--- config.mk ---
export PLATFORM = sky130hd
export DESIGN_NAME = alu_sequencer_flat
export DESIGN_NICKNAME = d
export VERILOG_FILES = /design/src/rtl/alu_sequencer_if.sv /design/src/rtl/alu_sequencer.sv /design/src/flat_wrapper.sv
export SDC_FILE = /design/constraint.sdc
export NUM_CORES = 1
export LEC_CHECK = 0
export CAP_MARGIN = 10
export CORE_UTILIZATION = 50
export DETAILED_ROUTE_END_ITERATION = 8
export HOLD_SLACK_MARGIN = 0.05
export PLACE_DENSITY_LB_ADDON = 0.1
export SLEW_MARGIN = 25
export SYNTH_ARGS = -nofsm -noshare
export SYNTH_HDL_FRONTEND = slang
export SYNTH_SLANG_ARGS = --single-unit
--- constraint.sdc ---
create_clock -name clk -period 5 [get_ports clk]
set_clock_uncertainty 0.2 [all_clocks]
set_input_delay 0.75 -clock clk [delete_from_list [all_inputs] [get_ports clk]]
set_output_delay 0.75 -clock clk [all_outputs]
set_load 0.05 [all_outputs]
--- src/rtl/alu_sequencer_if.sv ---
// Request/response bundle between the control unit and the ALU sequencer.
// The control unit is the master. The sequencer is the slave.
interface alu_sequencer_if #(
    parameter int MAX_BYTES = 4
);
    localparam int W    = 8 * MAX_BYTES;
    localparam int NB_W = $clog2(MAX_BYTES) + 1;

    logic            req_valid;
    logic            req_ready;
    logic [W-1:0]    req_lhs;
    logic [W-1:0]    req_rhs;
    logic [NB_W-1:0] req_nbytes;
    logic [1:0]      req_shift_op;
    logic [1:0]      req_shift_interp;
    logic [3:0]      req_logic_op;
    logic            req_carry_first;

    logic            rsp_valid;
    logic            rsp_ready;
    logic [W-1:0]    rsp_result;
    logic            rsp_carry;

    modport master (
        output req_valid, req_lhs, req_rhs, req_nbytes, req_shift_op,
               req_shift_interp, req_logic_op, req_carry_first, rsp_ready,
        input  req_ready, rsp_valid, rsp_result, rsp_carry
    );

    modport slave (
        input  req_valid, req_lhs, req_rhs, req_nbytes, req_shift_op,
               req_shift_interp, req_logic_op, req_carry_first, rsp_ready,
        output req_ready, rsp_valid, rsp_result, rsp_carry
    );
endinterface

--- src/rtl/alu_sequencer.sv ---
// Initiator for the two-stage byte ALU.
// It streams a multi-byte operation LSB first, chains the carry between
// bytes, and assembles the result word for a valid/ready response.
//
// state | meaning
// IDLE  | ready for a request; byte 0 is issued at the accepting edge
// ISSUE | bytes 1..n-1 are issued, one per edge
// DRAIN | all bytes issued; waiting for the last result and carry
// RESP  | response is held until rsp_ready
module alu_sequencer #(
    parameter int MAX_BYTES = 4
) (
    input  logic        clk,
    input  logic        rst,
    alu_sequencer_if.slave bus,
    output logic [7:0]  alu_lhs,
    output logic [7:0]  alu_rhs,
    output logic [1:0]  alu_shift_op,
    output logic [1:0]  alu_shift_interp,
    output logic [3:0]  alu_logic_op,
    output logic [1:0]  alu_carry_sel,
    input  logic [7:0]  alu_result,
    input  logic        alu_carry_out
);
    localparam int W    = 8 * MAX_BYTES;
    localparam int NB_W = $clog2(MAX_BYTES) + 1;

    typedef enum logic [1:0] {IDLE, ISSUE, DRAIN, RESP} state_t;

    state_t          state, state_nx;
    logic            accept;
    logic [NB_W-1:0] n_req;

    logic [W-1:0]    lhs_sh, rhs_sh;
    logic [NB_W-1:0] rem_q;
    logic [NB_W-1:0] idx_q;
    logic            carry_first_q;
    logic            ready_q;

    // p0: byte currently presented on alu_lhs/alu_rhs.
    // p1: byte whose carry_sel is being presented and whose result is due at the next edge.
    logic            p0_v, p0_first, p0_last;
    logic [NB_W-1:0] p0_idx;
    logic            p1_v, p1_last;
    logic [NB_W-1:0] p1_idx;

    logic [W-1:0]    rsp_result_q;
    logic            rsp_valid_q, rsp_carry_q;

    // req_ready is a registered flag. Reset forces it low while rst is held.
    assign bus.req_ready  = ready_q & ~rst;
    assign bus.rsp_valid  = rsp_valid_q;
    assign bus.rsp_result = rsp_result_q;
    assign bus.rsp_carry  = rsp_carry_q;

    // Clamp the byte count. A count of 0 or a count above MAX_BYTES means a full-width operation.
    always_comb begin
        n_req = bus.req_nbytes;
        if (bus.req_nbytes == '0 || bus.req_nbytes > NB_W'(MAX_BYTES))
            n_req = NB_W'(MAX_BYTES);
    end

    // Next-state logic and the acceptance strobe.
    always_comb begin
        state_nx = state;
        accept   = 1'b0;
        case (state)
            IDLE: if (bus.req_valid) begin
                accept   = 1'b1;
                state_nx = (n_req > NB_W'(1)) ? ISSUE : DRAIN;
            end
            ISSUE: if (rem_q == NB_W'(1)) state_nx = DRAIN;
            DRAIN: if (p1_v && p1_last) state_nx = RESP;
            RESP:  if (bus.rsp_ready) state_nx = IDLE;
            default: state_nx = IDLE;
        endcase
    end

    // State register.
    always_ff @(posedge clk) begin
        if (rst) state <= IDLE;
        else     state <= state_nx;
    end

    // Issue the operand bytes, pipeline the carry select, and capture the results.
    always_ff @(posedge clk) begin
        if (rst) begin
            alu_lhs          <= '0;
            alu_rhs          <= '0;
            alu_shift_op     <= '0;
            alu_shift_interp <= '0;
            alu_logic_op     <= '0;
            alu_carry_sel    <= '0;
            lhs_sh           <= '0;
            rhs_sh           <= '0;
            rem_q            <= '0;
            idx_q            <= '0;
            carry_first_q    <= 1'b0;
            ready_q          <= 1'b1;
            p0_v             <= 1'b0;
            p0_first         <= 1'b0;
            p0_last          <= 1'b0;
            p0_idx           <= '0;
            p1_v             <= 1'b0;
            p1_last          <= 1'b0;
            p1_idx           <= '0;
            rsp_result_q     <= '0;
            rsp_valid_q      <= 1'b0;
            rsp_carry_q      <= 1'b0;
        end else begin
            ready_q       <= (state_nx == IDLE);
            alu_carry_sel <= !p0_v    ? 2'b00 :
                             p0_first ? {1'b0, carry_first_q} : 2'b10;
            p1_v     <= p0_v;
            p1_last  <= p0_last;
            p1_idx   <= p0_idx;
            p0_v     <= 1'b0;
            p0_first <= 1'b0;
            p0_last  <= 1'b0;

            if (p1_v)
                rsp_result_q[{p1_idx, 3'b000} +: 8] <= alu_result;
            if (p1_v && p1_last) begin
                rsp_carry_q <= alu_carry_out;
                rsp_valid_q <= 1'b1;
            end
            if (state == RESP && bus.rsp_ready)
                rsp_valid_q <= 1'b0;

            if (accept) begin
                alu_lhs          <= bus.req_lhs[7:0];
                alu_rhs          <= bus.req_rhs[7:0];
                alu_shift_op     <= bus.req_shift_op;
                alu_shift_interp <= bus.req_shift_interp;
                alu_logic_op     <= bus.req_logic_op;
                lhs_sh           <= bus.req_lhs >> 8;
                rhs_sh           <= bus.req_rhs >> 8;
                carry_first_q    <= bus.req_carry_first;
                rem_q            <= n_req - NB_W'(1);
                idx_q            <= NB_W'(1);
                p0_v             <= 1'b1;
                p0_first         <= 1'b1;
                p0_last          <= (n_req == NB_W'(1));
                p0_idx           <= '0;
                rsp_result_q     <= '0;
            end else if (state == ISSUE) begin
                alu_lhs <= lhs_sh[7:0];
                alu_rhs <= rhs_sh[7:0];
                lhs_sh  <= lhs_sh >> 8;
                rhs_sh  <= rhs_sh >> 8;
                rem_q   <= rem_q - NB_W'(1);
                idx_q   <= idx_q + NB_W'(1);
                p0_v    <= 1'b1;
                p0_last <= (rem_q == NB_W'(1));
                p0_idx  <= idx_q;
            end else begin
                alu_lhs <= '0;
                alu_rhs <= '0;
            end
        end
    end
endmodule

--- src/flat_wrapper.sv ---
// flat-port wrapper written by rule: the top's interface ports become plain ports
module alu_sequencer_flat 
#(
    parameter int MAX_BYTES = 4
)
  (clk, rst, alu_lhs, alu_rhs, alu_shift_op, alu_shift_interp, alu_logic_op, alu_carry_sel, alu_result, alu_carry_out, bus_req_valid, bus_req_lhs, bus_req_rhs, bus_req_nbytes, bus_req_shift_op, bus_req_shift_interp, bus_req_logic_op, bus_req_carry_first, bus_rsp_ready, bus_req_ready, bus_rsp_valid, bus_rsp_result, bus_rsp_carry);
  alu_sequencer_if #(.MAX_BYTES(MAX_BYTES)) bus_i ();
  input  logic clk;
  input  logic rst;
  output logic [7:0] alu_lhs;
  output logic [7:0] alu_rhs;
  output logic [1:0] alu_shift_op;
  output logic [1:0] alu_shift_interp;
  output logic [3:0] alu_logic_op;
  output logic [1:0] alu_carry_sel;
  input  logic [7:0] alu_result;
  input  logic alu_carry_out;
  input wire logic [$bits(bus_i.req_valid)-1:0] bus_req_valid;
  input wire logic [$bits(bus_i.req_lhs)-1:0] bus_req_lhs;
  input wire logic [$bits(bus_i.req_rhs)-1:0] bus_req_rhs;
  input wire logic [$bits(bus_i.req_nbytes)-1:0] bus_req_nbytes;
  input wire logic [$bits(bus_i.req_shift_op)-1:0] bus_req_shift_op;
  input wire logic [$bits(bus_i.req_shift_interp)-1:0] bus_req_shift_interp;
  input wire logic [$bits(bus_i.req_logic_op)-1:0] bus_req_logic_op;
  input wire logic [$bits(bus_i.req_carry_first)-1:0] bus_req_carry_first;
  input wire logic [$bits(bus_i.rsp_ready)-1:0] bus_rsp_ready;
  output wire logic [$bits(bus_i.req_ready)-1:0] bus_req_ready;
  output wire logic [$bits(bus_i.rsp_valid)-1:0] bus_rsp_valid;
  output wire logic [$bits(bus_i.rsp_result)-1:0] bus_rsp_result;
  output wire logic [$bits(bus_i.rsp_carry)-1:0] bus_rsp_carry;
  assign bus_i.req_valid = bus_req_valid;
  assign bus_i.req_lhs = bus_req_lhs;
  assign bus_i.req_rhs = bus_req_rhs;
  assign bus_i.req_nbytes = bus_req_nbytes;
  assign bus_i.req_shift_op = bus_req_shift_op;
  assign bus_i.req_shift_interp = bus_req_shift_interp;
  assign bus_i.req_logic_op = bus_req_logic_op;
  assign bus_i.req_carry_first = bus_req_carry_first;
  assign bus_i.rsp_ready = bus_rsp_ready;
  assign bus_req_ready = bus_i.req_ready;
  assign bus_rsp_valid = bus_i.rsp_valid;
  assign bus_rsp_result = bus_i.rsp_result;
  assign bus_rsp_carry = bus_i.rsp_carry;
  alu_sequencer #(.MAX_BYTES(MAX_BYTES)) u_core (.clk(clk), .rst(rst), .bus(bus_i), .alu_lhs(alu_lhs), .alu_rhs(alu_rhs), .alu_shift_op(alu_shift_op), .alu_shift_interp(alu_shift_interp), .alu_logic_op(alu_logic_op), .alu_carry_sel(alu_carry_sel), .alu_result(alu_result), .alu_carry_out(alu_carry_out));
endmodule
==> flow_summary.yaml <==
critical_path:
  path_cells: "nor2b_1 > clkdlybuf4s50_1"
  start_kind: "flip-flop"
  crit_fanout: 1
  cp.required_ns: 4.05
  slowest_delay_ns: 0.80
  critPathSlowestCell: "clkdlybuf4s50_1"
  crit_path_end_kind: "output pin"
  crit_type: "reg2out"
  r2r_slack_ns: 2.45
  cp.arrival_ns: 1.79
placement:
  dp.cells: 716
  dp.final_hpwl_mm: 8.03
  globalplace.congestion: 0.750
  io_buffers: 149
clocking:
  cts_resized: 0
  clk_pin_slew_ns: 0.06
  htreeDepth: 4
  cts-root-buf: "clkbuf_8"
  clk_path_buf_depth: 2
  cts.sinks: 129
  cts_hold_buf: 0
  cts_tree: "done"
  cts_buffers: 17
  insertion_delay_ns: 0.52
  cts_setup_buffers: 0
sta:
  setup_tns_ns: 0
  timing.fmax_ghz: 0.365
  fin_crit_sh_pct: 54.8
  rsz0062_at_grt: "false"
  tightest_slew_ns: 0.959
  relSlewSlack_pct: 35.7
  setup_violations: 0
  min_period_ns: 2.74
  final_hold_viol_count: 0
  drv_slew: 0
yosys:
  synth-async-reset-ratio_pct: 0
  synth_top_area_cell: "dfxtp_1"
  synth_most_common_cell: "dfxtp_1"
  synth_area_leaders: "dfxtp_1 (52%), a22o_1 (7.4%), nand3b_1 (6.5%)"
  synth_area_um2: 4960
  synth_edf_count: 0
  yosysTopAreaCellShare_pct: 52.1
  ys_types: 41
  ys.flop_type: "dfxtp_1"
  synth_cells: 473
  synth_seq_cells: 129
  ys_warn_count: 0
  seq_area_frac_synth_pct: 52.1
  syn_nets: 570
  synth_common_cells: "dfxtp_1 (129), nand3b_1 (43), a22o_1 (42)"
  syn_area_per_cell_um2: 10.5
die:
  dieWidth_um: 102
  dieArea_um2: 10300
  initial_core_util_pct: 52.7
  die_h_um: 102
  num_rows: 35
  coreArea_um2: 9420
  ios: 150
finish:
  regArea_um2: 2580
  final_cells: 748
  diodes: 0
  fillers: 705
  nets: 703
  area_delta_synth_final_pct: 41.7
  drive_above_1_share_pct: 6.95
  multi_input_area_um2: 2150
drt:
  drtAntennaViolNets: 0
  drt_iter0_markers: 180
  wl_per_cell_um: 16.5
  viasPerCell: 5.57
  drt_wl_total_mm: 12.3
  num_vias: 4164
  drc: 0
  detailedRoute.firstPassIterationCount: 4
grt:
  grt_pass1_wl_mm: 19.5
  grt_overflow: 0
  grt_use_total_pct: 24.7
  grt_max_degree: 93
  grt_pass1_vias: 3997
  antenna_found_initial: 0
pwr:
  power_mw: 3.17
  cellPowerDensity_nw_per_um2: 452
  power_leakage_nw: 2.73
  ir_drop_mv: 0.246
min_path:
  min_path_type: "reg2reg"
status:
  outcome: "completed"
job:
  drv_cap: 0
stage by stage:
stage	cell area, um^2	hold WS (ns)	setup slack [ns]	utilization (%)
2_1_floorplan	4960	0.184	2.24	-
3_3_place_gp	6450	0.191	1.99	68.5
3_5_place_dp	6450	0.204	1.95	68.5
4_1_cts	7020	0.229	2.23	74.5
5_1_grt	7020	0.243	2.19	74.6
6_report	7020	0.232	2.26	74.6
routing by layer:
layer / global-route usage (%) / up-vias / wire length, um
met3: 6.49 / 18 / 638
met1: 29.8 / 1989 / 5330
met2: 41.7 / 137 / 6170
met4: 10.4 / 0 / 191
li1: - / 2020 / -
met5: 0 / - / 0
layout by cell type, fill, tap and decap left out, types with 2 or more instances in the layout:
master,netlist,routed
clkinv_1,1,2
nand3_1,2,2
a211oi_1,38,38
o22ai_1,34,34
o21ai_0,2,2
inv_1,9,8
clkdlybuf4s50_1,0,148
bufinv_16,0,2
a22o_1,42,42
ha_1,8,8
clkinv_4,0,2
buf_4,5,4
nand2b_1,7,7
mux2i_1,32,32
a21oi_1,7,7
nand2_1,12,12
clkbuf_16,0,16
nand3b_1,43,43
nor2_1,36,36
inv_6,0,5
clkinv_2,0,2
dfxtp_1,129,129
clkinvlp_4,0,3
nor2b_1,12,12
worst max-delay path, delay by kind of cell, from the launching register on:
kind                   cells  cell delay (ns)
DFF                        1             0.35
and+or+nand+nor            1             0.13
buffers and inverters      1             0.80
sequential cells by signal (all words and copies together) (netlist names), 2 cells and up:
register and cells:
u_core.state 2, u_core.rem_q 3, u_core.bus.rsp_result 32, u_core.idx_q 3, u_core.alu_shift_interp 2, u_core.rhs_sh 24
u_core.p1_idx 3, u_core.alu_logic_op 4, u_core.alu_lhs 8, u_core.alu_rhs 8, u_core.p0_idx 3, u_core.alu_carry_sel 2
u_core.alu_shift_op 2, u_core.lhs_sh 24
where the power goes:
| part | total [mW] | internal (mW) | leakage (nW) | switching (mW) |
|---|---|---|---|---|
| Combinational | 0.730 | 0.298 | 1.40 | 0.432 |
| Sequential | 1.26 | 1.17 | 1.06 | 0.0906 |
| Clock | 1.18 | 0.716 | 0.273 | 0.466 |
kinds of logic after synthesis:
| family | share of synthesized area [%] |
|---|---|
| compound gates | 19.8 |
| xor+xnor | 0.353 |
| fa+ha+maj | 2.02 |
| buf+inv | 4.57 |
| flops | 52.1 |
| mux | 6.46 |
| simple gates | 14.7 |
final cells by class:
cell class	instances	area share, %
Clock inverter	14	2.19
Multi-Input combinational cell	295	30.7
Clock buffer	18	5.95
Inverter	10	0.534
Sequential cell	129	36.8
Tap cell	129	2.30
Timing Repair Buffer	153	21.6
final timing paths:
check,from,endpoint,depth (start not counted)
min,u_core.p0_first,u_core.alu_carry_sel[1],1
max,u_core.ready_q,bus_req_ready,2
max reg2reg,u_core.state[0],u_core.lhs_sh[13],3
min reg2reg,u_core.p0_first,u_core.alu_carry_sel[1],1
(Power assumes the default switching activity.)
